$ cat config.mk
export PLATFORM = sky130hd
export DESIGN_NAME = sti_rx
export DESIGN_NICKNAME = d
export VERILOG_FILES = /design/src/rtl/sti_rx_pkg.sv /design/src/rtl/sti_rx_unpack.sv /design/src/rtl/sti_rx.sv
export SDC_FILE = /design/constraint.sdc
export NUM_CORES = 1
export LEC_CHECK = 0
export BUFFER_PORTS_ARGS = -buffer_cell sky130_fd_sc_hd__buf_2
export CAP_MARGIN = 20
export CORE_MARGIN = 2
export CORE_UTILIZATION = 60
export DETAILED_ROUTE_END_ITERATION = 10
export GPL_TIMING_DRIVEN = 0
export PLACE_DENSITY_LB_ADDON = 0.05
export RECOVER_POWER = 100
export SYNTH_ARGS = -nofsm -noshare
export SYNTH_HDL_FRONTEND = slang
export SYNTH_SLANG_ARGS = --single-unit
$ cat constraint.sdc
create_clock -name clk -period 5.7 [get_ports clk]
set_clock_uncertainty 0.1 [all_clocks]
set_input_delay 0.57 -clock clk [delete_from_list [all_inputs] [get_ports clk]]
set_output_delay 0.57 -clock clk [all_outputs]
set_load 0.03 [all_outputs]
$ cat src/rtl/sti_rx_pkg.sv
// Shared types and frame-size constants for the serial-to-parallel receiver.
// Optional padding check is enabled with the STI_RX_PADCHK_EN macro.
package sti_rx_pkg;

    typedef enum logic [1:0] {
        LEN8  = 2'b00,
        LEN16 = 2'b01,
        LEN24 = 2'b10,
        LEN32 = 2'b11
    } len_e;

    typedef enum logic {
        IDLE = 1'b0,
        RECV = 1'b1
    } state_e;

    localparam logic [5:0] FRAME_BITS_8  = 6'd8;
    localparam logic [5:0] FRAME_BITS_16 = 6'd16;
    localparam logic [5:0] FRAME_BITS_24 = 6'd24;
    localparam logic [5:0] FRAME_BITS_32 = 6'd32;

    function automatic logic [5:0] frame_bits(input len_e len);
        logic [5:0] n;
        case (len)
            LEN8:    n = FRAME_BITS_8;
            LEN16:   n = FRAME_BITS_16;
            LEN24:   n = FRAME_BITS_24;
            default: n = FRAME_BITS_32;
        endcase
        return n;
    endfunction

endpackage

$ cat src/rtl/sti_rx_unpack.sv
// Combinational word extraction from a bit-ordered frame; frame[0] is frame bit 0.
// Padding detection is only built when STI_RX_PADCHK_EN is defined.
module sti_rx_unpack
    import sti_rx_pkg::*;
(
    input  logic [31:0] frame,
    input  len_e        len,
    input  logic        fill,
    input  logic        low,
    output logic [15:0] word,
    output logic        pad_nonzero
);

    always_comb begin
        word = 16'h0000;
        case (len)
            LEN8:    word = low ? {frame[7:0], 8'h00} : {8'h00, frame[7:0]};
            LEN16:   word = frame[15:0];
            LEN24:   word = fill ? frame[23:8] : frame[15:0];
            default: word = fill ? frame[31:16] : frame[15:0];
        endcase
    end

`ifdef STI_RX_PADCHK_EN
    always_comb begin
        pad_nonzero = 1'b0;
        case (len)
            LEN24:   pad_nonzero = fill ? (frame[7:0] != 8'h00) : (frame[23:16] != 8'h00);
            LEN32:   pad_nonzero = fill ? (frame[15:0] != 16'h0000) : (frame[31:16] != 16'h0000);
            default: pad_nonzero = 1'b0;
        endcase
    end
`else
    assign pad_nonzero = 1'b0;
`endif

endmodule

$ cat src/rtl/sti_rx.sv
// Serial frame receiver: collects 8/16/24/32-bit frames and presents a 16-bit word
// with a valid/ready handshake. STI_RX_PADCHK_EN enables the fill_err padding check.
//
//  state | meaning
//  IDLE  | waiting for the first valid bit of a frame; cfg_* sampled here
//  RECV  | collecting bits; a gap in si_valid aborts the frame
module sti_rx
    import sti_rx_pkg::*;
(
    input  logic        clk,
    input  logic        reset,
    input  logic        si_data,
    input  logic        si_valid,
    input  logic [1:0]  cfg_length,
    input  logic        cfg_fill,
    input  logic        cfg_msb,
    input  logic        cfg_low,
    output logic [15:0] po_data,
    output logic        po_valid,
    input  logic        po_ready,
    output logic        frame_err,
    output logic        fill_err,
    output logic        overrun,
    output logic [7:0]  word_cnt
);

    state_e      state, state_nxt;
    logic [5:0]  bit_cnt;
    logic [31:0] shift_q, shift_nxt, frame_norm;
    len_e        len_q;
    logic        fill_q, msb_q, low_q;
    logic        frame_done, load_word;
    logic [15:0] word_unp;
    logic        pad_nz;

    assign frame_done = (state == RECV) && si_valid && ((bit_cnt + 6'd1) == frame_bits(len_q));
    assign load_word  = frame_done && (!po_valid || po_ready);

    always_ff @(posedge clk or posedge reset) begin
        if (reset) state <= IDLE;
        else       state <= state_nxt;
    end

    always_comb begin
        state_nxt = state;
        case (state)
            IDLE:    if (si_valid) state_nxt = RECV;
            RECV:    if (!si_valid || frame_done) state_nxt = IDLE;
            default: state_nxt = IDLE;
        endcase
    end

    // MSB-first shifts left from bit 0; LSB-first shifts right from bit 31.
    always_comb begin
        if (state == IDLE)
            shift_nxt = cfg_msb ? {31'b0, si_data} : {si_data, 31'b0};
        else
            shift_nxt = msb_q ? {shift_q[30:0], si_data} : {si_data, shift_q[31:1]};
    end

    // LSB-first frames sit left-justified; bring frame bit 0 down to bit 0.
    always_comb begin
        frame_norm = shift_nxt;
        if (!msb_q) begin
            case (len_q)
                LEN8:    frame_norm = {24'b0, shift_nxt[31:24]};
                LEN16:   frame_norm = {16'b0, shift_nxt[31:16]};
                LEN24:   frame_norm = {8'b0, shift_nxt[31:8]};
                default: frame_norm = shift_nxt;
            endcase
        end
    end

    sti_rx_unpack u_unpack (
        .frame       (frame_norm),
        .len         (len_q),
        .fill        (fill_q),
        .low         (low_q),
        .word        (word_unp),
        .pad_nonzero (pad_nz)
    );

    always_ff @(posedge clk or posedge reset) begin
        if (reset) begin
            bit_cnt   <= 6'd0;
            shift_q   <= 32'h0;
            len_q     <= LEN8;
            fill_q    <= 1'b0;
            msb_q     <= 1'b0;
            low_q     <= 1'b0;
            frame_err <= 1'b0;
        end else begin
            frame_err <= 1'b0;
            case (state)
                IDLE: begin
                    if (si_valid) begin
                        shift_q <= shift_nxt;
                        bit_cnt <= 6'd1;
                        len_q   <= len_e'(cfg_length);
                        fill_q  <= cfg_fill;
                        msb_q   <= cfg_msb;
                        low_q   <= cfg_low;
                    end
                end
                RECV: begin
                    if (!si_valid) begin
                        frame_err <= 1'b1;
                        bit_cnt   <= 6'd0;
                        shift_q   <= 32'h0;
                    end else if (frame_done) begin
                        bit_cnt <= 6'd0;
                        shift_q <= 32'h0;
                    end else begin
                        shift_q <= shift_nxt;
                        bit_cnt <= bit_cnt + 6'd1;
                    end
                end
                default: bit_cnt <= 6'd0;
            endcase
        end
    end

    always_ff @(posedge clk or posedge reset) begin
        if (reset) begin
            po_data  <= 16'h0000;
            po_valid <= 1'b0;
            overrun  <= 1'b0;
            word_cnt <= 8'd0;
        end else if (frame_done) begin
            if (load_word) begin
                po_data  <= word_unp;
                po_valid <= 1'b1;
                word_cnt <= word_cnt + 8'd1;
            end else begin
                overrun <= 1'b1;
            end
        end else if (po_valid && po_ready) begin
            po_valid <= 1'b0;
        end
    end

`ifdef STI_RX_PADCHK_EN
    always_ff @(posedge clk or posedge reset) begin
        if (reset) fill_err <= 1'b0;
        else       fill_err <= load_word && pad_nz;
    end
`else
    logic unused_pad_nz;
    assign unused_pad_nz = pad_nz;
    assign fill_err      = 1'b0;
`endif

endmodule

==> flow_metrics.py <==
metrics = {
    "cells_and_area": {
        "drive_gt1_share_pct": 8.72,
        "fill_cells": 662,
        "antenna_cells": 0,
        "nets": 631,
        "fin_cells": 721,
        "seqCellArea_sq_um": 1780,
        "area_growth_pct": 8.68,
        "multi_input_area_sq_um": 2730,
    },
    "clock_tree": {
        "post_cts_resized": 0,
        "cts_buffers": 9,
        "cts_buffer_depth": 2,
        "clkSlewWorstSetupHoldPaths_ns": 0.09,
        "hold_buffers": 0,
        "postCtsSetupBuffers": 0,
        "htree_levels": 3,
        "clk_latency_ns": 0.37,
        "root_buffer": "clkbuf_8",
        "cts_sinks": 71,
        "tritoncts": "yes",
    },
    "floorplanning": {
        "io_pins": 38,
        "dieHeight_microns": 93.4,
        "fp.coreArea_sq_um": 7730,
        "rows": 32,
        "start_util_pct": 62.1,
        "die_area_sq_um": 8730,
        "die_w_microns": 93.4,
    },
    "setup_path": {
        "crit_chain": "clkbuf_1, clkbuf_1, clkbuf_1, clkbuf_1, clkbuf_1, a311oi_1, o31ai_1",
        "cp-end-kind": "flip-flop",
        "required_ns": 5.87,
        "crit_type": "flip-flop to flip-flop",
        "cp_common_cell": "clkbuf_1",
        "worst-path-buf-inv": 5,
        "start_kind": "flip-flop",
        "cp_top_family": "buffers and inverters",
        "slowest_stage": "clkbuf_1",
        "critPathArrivalTime_ns": 3.63,
        "cp_max_fo": 10,
        "slowest_delay_ns": 0.61,
    },
    "min_path": {
        "hold_path.class": "input port to flip-flop",
    },
    "grt": {
        "grt_pass1_vias": 4728,
        "grt.total_usage_pct": 40.3,
        "grt_pass1_wl_microns": 26500,
        "grt_remaining_overflow": 0,
        "grt_max_degree": 72,
        "antenna_found_initial": 0,
    },
    "sta": {
        "drv_slew": 72,
        "period_needed_ns": 3.46,
        "hold_viol_final": 0,
        "setup-violations-final": 0,
        "rsz0062_at_grt": "no",
        "max-slew-margin-rel_pct": -108,
        "fmax_mhz": 289,
        "tns_ns": 0,
        "fin_crit_sh_pct": 60.7,
        "worstMarginPinSlew_ns": 3.10,
    },
    "pwr": {
        "peakVddDrop_v": 0.000161,
        "total_power_mw": 1.39,
        "power_density_nw_per_um2": 267,
        "p_leak_nw": 2.23,
    },
    "logic_synthesis": {
        "synth_async_sr_flop_share_pct": 100,
        "synth-warning-count": 0,
        "synth_seq_cells": 71,
        "synth_cells": 567,
        "synth_cell_types": 69,
        "syn-cell-area_sq_um": 4800,
        "synth_compound_area_share_pct": 27.2,
        "synth_edf_count": 0,
        "avgSynthCellArea_sq_um": 8.46,
        "synth_top_cell_area_share_pct": 37.0,
        "synthTopCellsByArea": "dfrtp_1 (37%), nand2_1 (8.0%), o21ai_0 (6.4%)",
        "synthMuxAreaShare_pct": 7.06,
        "synthAdderAreaFrac_pct": 1.82,
        "yosys.area.top_type": "dfrtp_1",
        "synth_top_family_by_area": "compound AO/OA/AOI/OAI gates",
        "syn_nets": 584,
        "yosysSeqAreaShare_pct": 37.0,
        "yosys_most_used_dff": "dfrtp_1",
        "synth_simple_gate_area_share_pct": 18.7,
        "synth_xor_area_share_pct": 2.71,
    },
    "run_status": {
        "outcome": "finished, violations left",
        "violations": "capacitance limit, slew limit",
    },
    "detailed_routing": {
        "ant_nets": 0,
        "drtPass1Iterations": 6,
        "vias_per_cell": 6.87,
        "wl_per_cell_microns": 23.5,
        "drt_iter0_drc": 779,
        "wirelength_microns": 16900,
        "drc_errors": 0,
        "via_count": 4953,
    },
    "place": {
        "dp_hpwl_microns": 12300,
        "port_buffers": 36,
        "place_congestion": 1.08,
        "place_inst": 705,
    },
    "job": {
        "maxCapViolCount": 1,
    },
}
tightest hold or removal path: stages:
cell and delay (ns):
buf_2 0.07, nand2_1 0.03, o21ai_0 0.05
metal layers:
metal / up-vias / global-route usage (%) / part of all wire (%)
li1: 2171 / - / -
met2: 402 / 62.0 / 43
met4: 0 / 20.5 / 5.6
met3: 89 / 9.11 / 11
met5: - / 0 / 0
met1: 2291 / 53.3 / 40
metrics by stage:
stage	setup WS [ns]	util [%]	hold WS, ns	area (sq um)
2_1_floorplan	3.23	-	0.371	4800
3_3_place_gp	2.51	66.1	0.352	5110
3_5_place_dp	2.74	66.1	0.363	5110
4_1_cts	2.72	68.7	0.307	5310
5_1_grt	2.09	67.5	0.316	5220
6_report	2.24	67.5	0.292	5220
worst paths after layout:
kind,start,end,slack (ns),depth (start not counted)
worst max-delay path,state$_DFF_PP0_,po_data[12]$_DFFE_PP0P_,2.24,7
worst min-delay path,cfg_low,low_q$_DFFE_PP0P_,0.29,3
worst max register to register,state$_DFF_PP0_,po_data[12]$_DFFE_PP0P_,2.24,7
worst min register to register,po_data[13]$_DFFE_PP0P_,po_data[13]$_DFFE_PP0P_,0.38,2
max in group asynchronous,reset,shift_q[31]$_DFFE_PP0P_,3.12,2
min in group asynchronous,reset,shift_q[25]$_DFFE_PP0P_,0.99,2
cells in the final DEF, fill, tap and decap left out, types with 5 or more instances in the layout:
cell | Yosys | routed
nand2_1 | 102 | 102
dfrtp_1 | 71 | 71
o21ai_0 | 61 | 61
clkbuf_1 | 21 | 56
a21oi_1 | 31 | 31
mux2i_1 | 26 | 26
nor2_1 | 25 | 25
buf_2 | 18 | 22
nand3_1 | 15 | 15
a31oi_1 | 11 | 11
and3_1 | 9 | 9
a32o_1 | 9 | 9
o31ai_1 | 9 | 9
clkbuf_8 | 0 | 9
inv_1 | 9 | 8
a21o_1 | 8 | 8
a22o_1 | 8 | 8
mux2_2 | 7 | 7
ha_1 | 7 | 7
xor2_1 | 6 | 6
xnor2_1 | 6 | 6
nand2b_1 | 5 | 5
nor2b_1 | 5 | 5
a32oi_1 | 5 | 5
o22ai_1 | 5 | 5
cell usage after synthesis (all sizes together) (4+ instances only):
cell    count
and2        5
a22o        8
o22ai       5
nand2     102
o211ai      4
a22oi       4
a21o        8
ha          7
nor2b       5
a32o        9
mux2i      26
a21oi      31
a32oi       5
nor2       25
mux2        7
o21ai      61
a211o       4
nand2b      6
clkbuf     21
inv         9
xnor2       6
nand3      15
nor3        4
a211oi      4
dfrtp      71
a31oi      11
buf        27
a221oi      4
and3        9
o31ai       9
xor2        6
final cells by class:
cell class / count / area share [%]
clock inverter: 7 / 1.39
buffer: 48 / 3.91
tap: 102 / 2.45
multi-input combinational: 438 / 52.3
sequential: 71 / 34.1
clock buffer: 9 / 2.37
inverter: 10 / 0.744
timing repair buffer: 36 / 2.81
where the power goes:
group	switching [mW]	internal, mW	leakage (nW)
combinational	0.295	0.121	1.16
sequential	0.0244	0.534	0.971
clock	0.216	0.203	0.0956
total	0.536	0.858	2.23
state kept, by name (all words and copies together) (netlist names):
register   cells
po_data       16
bit_cnt        6
overrun        1
po_valid       1
len_q          2
word_cnt       8
state          1
frame_err      1
shift_q       32
fill_q         1
msb_q          1
low_q          1
cell families after synthesis:
family	after synthesis
flip-flops	71
buffers and inverters	58
AND/OR/NAND/NOR	190
adder cells (fa/ha/maj)	7
other	1
XOR/XNOR	13
multiplexers	33
AO/OA/AOI/OAI	194
No activity file was read; power rests on OpenSTA's default activity.
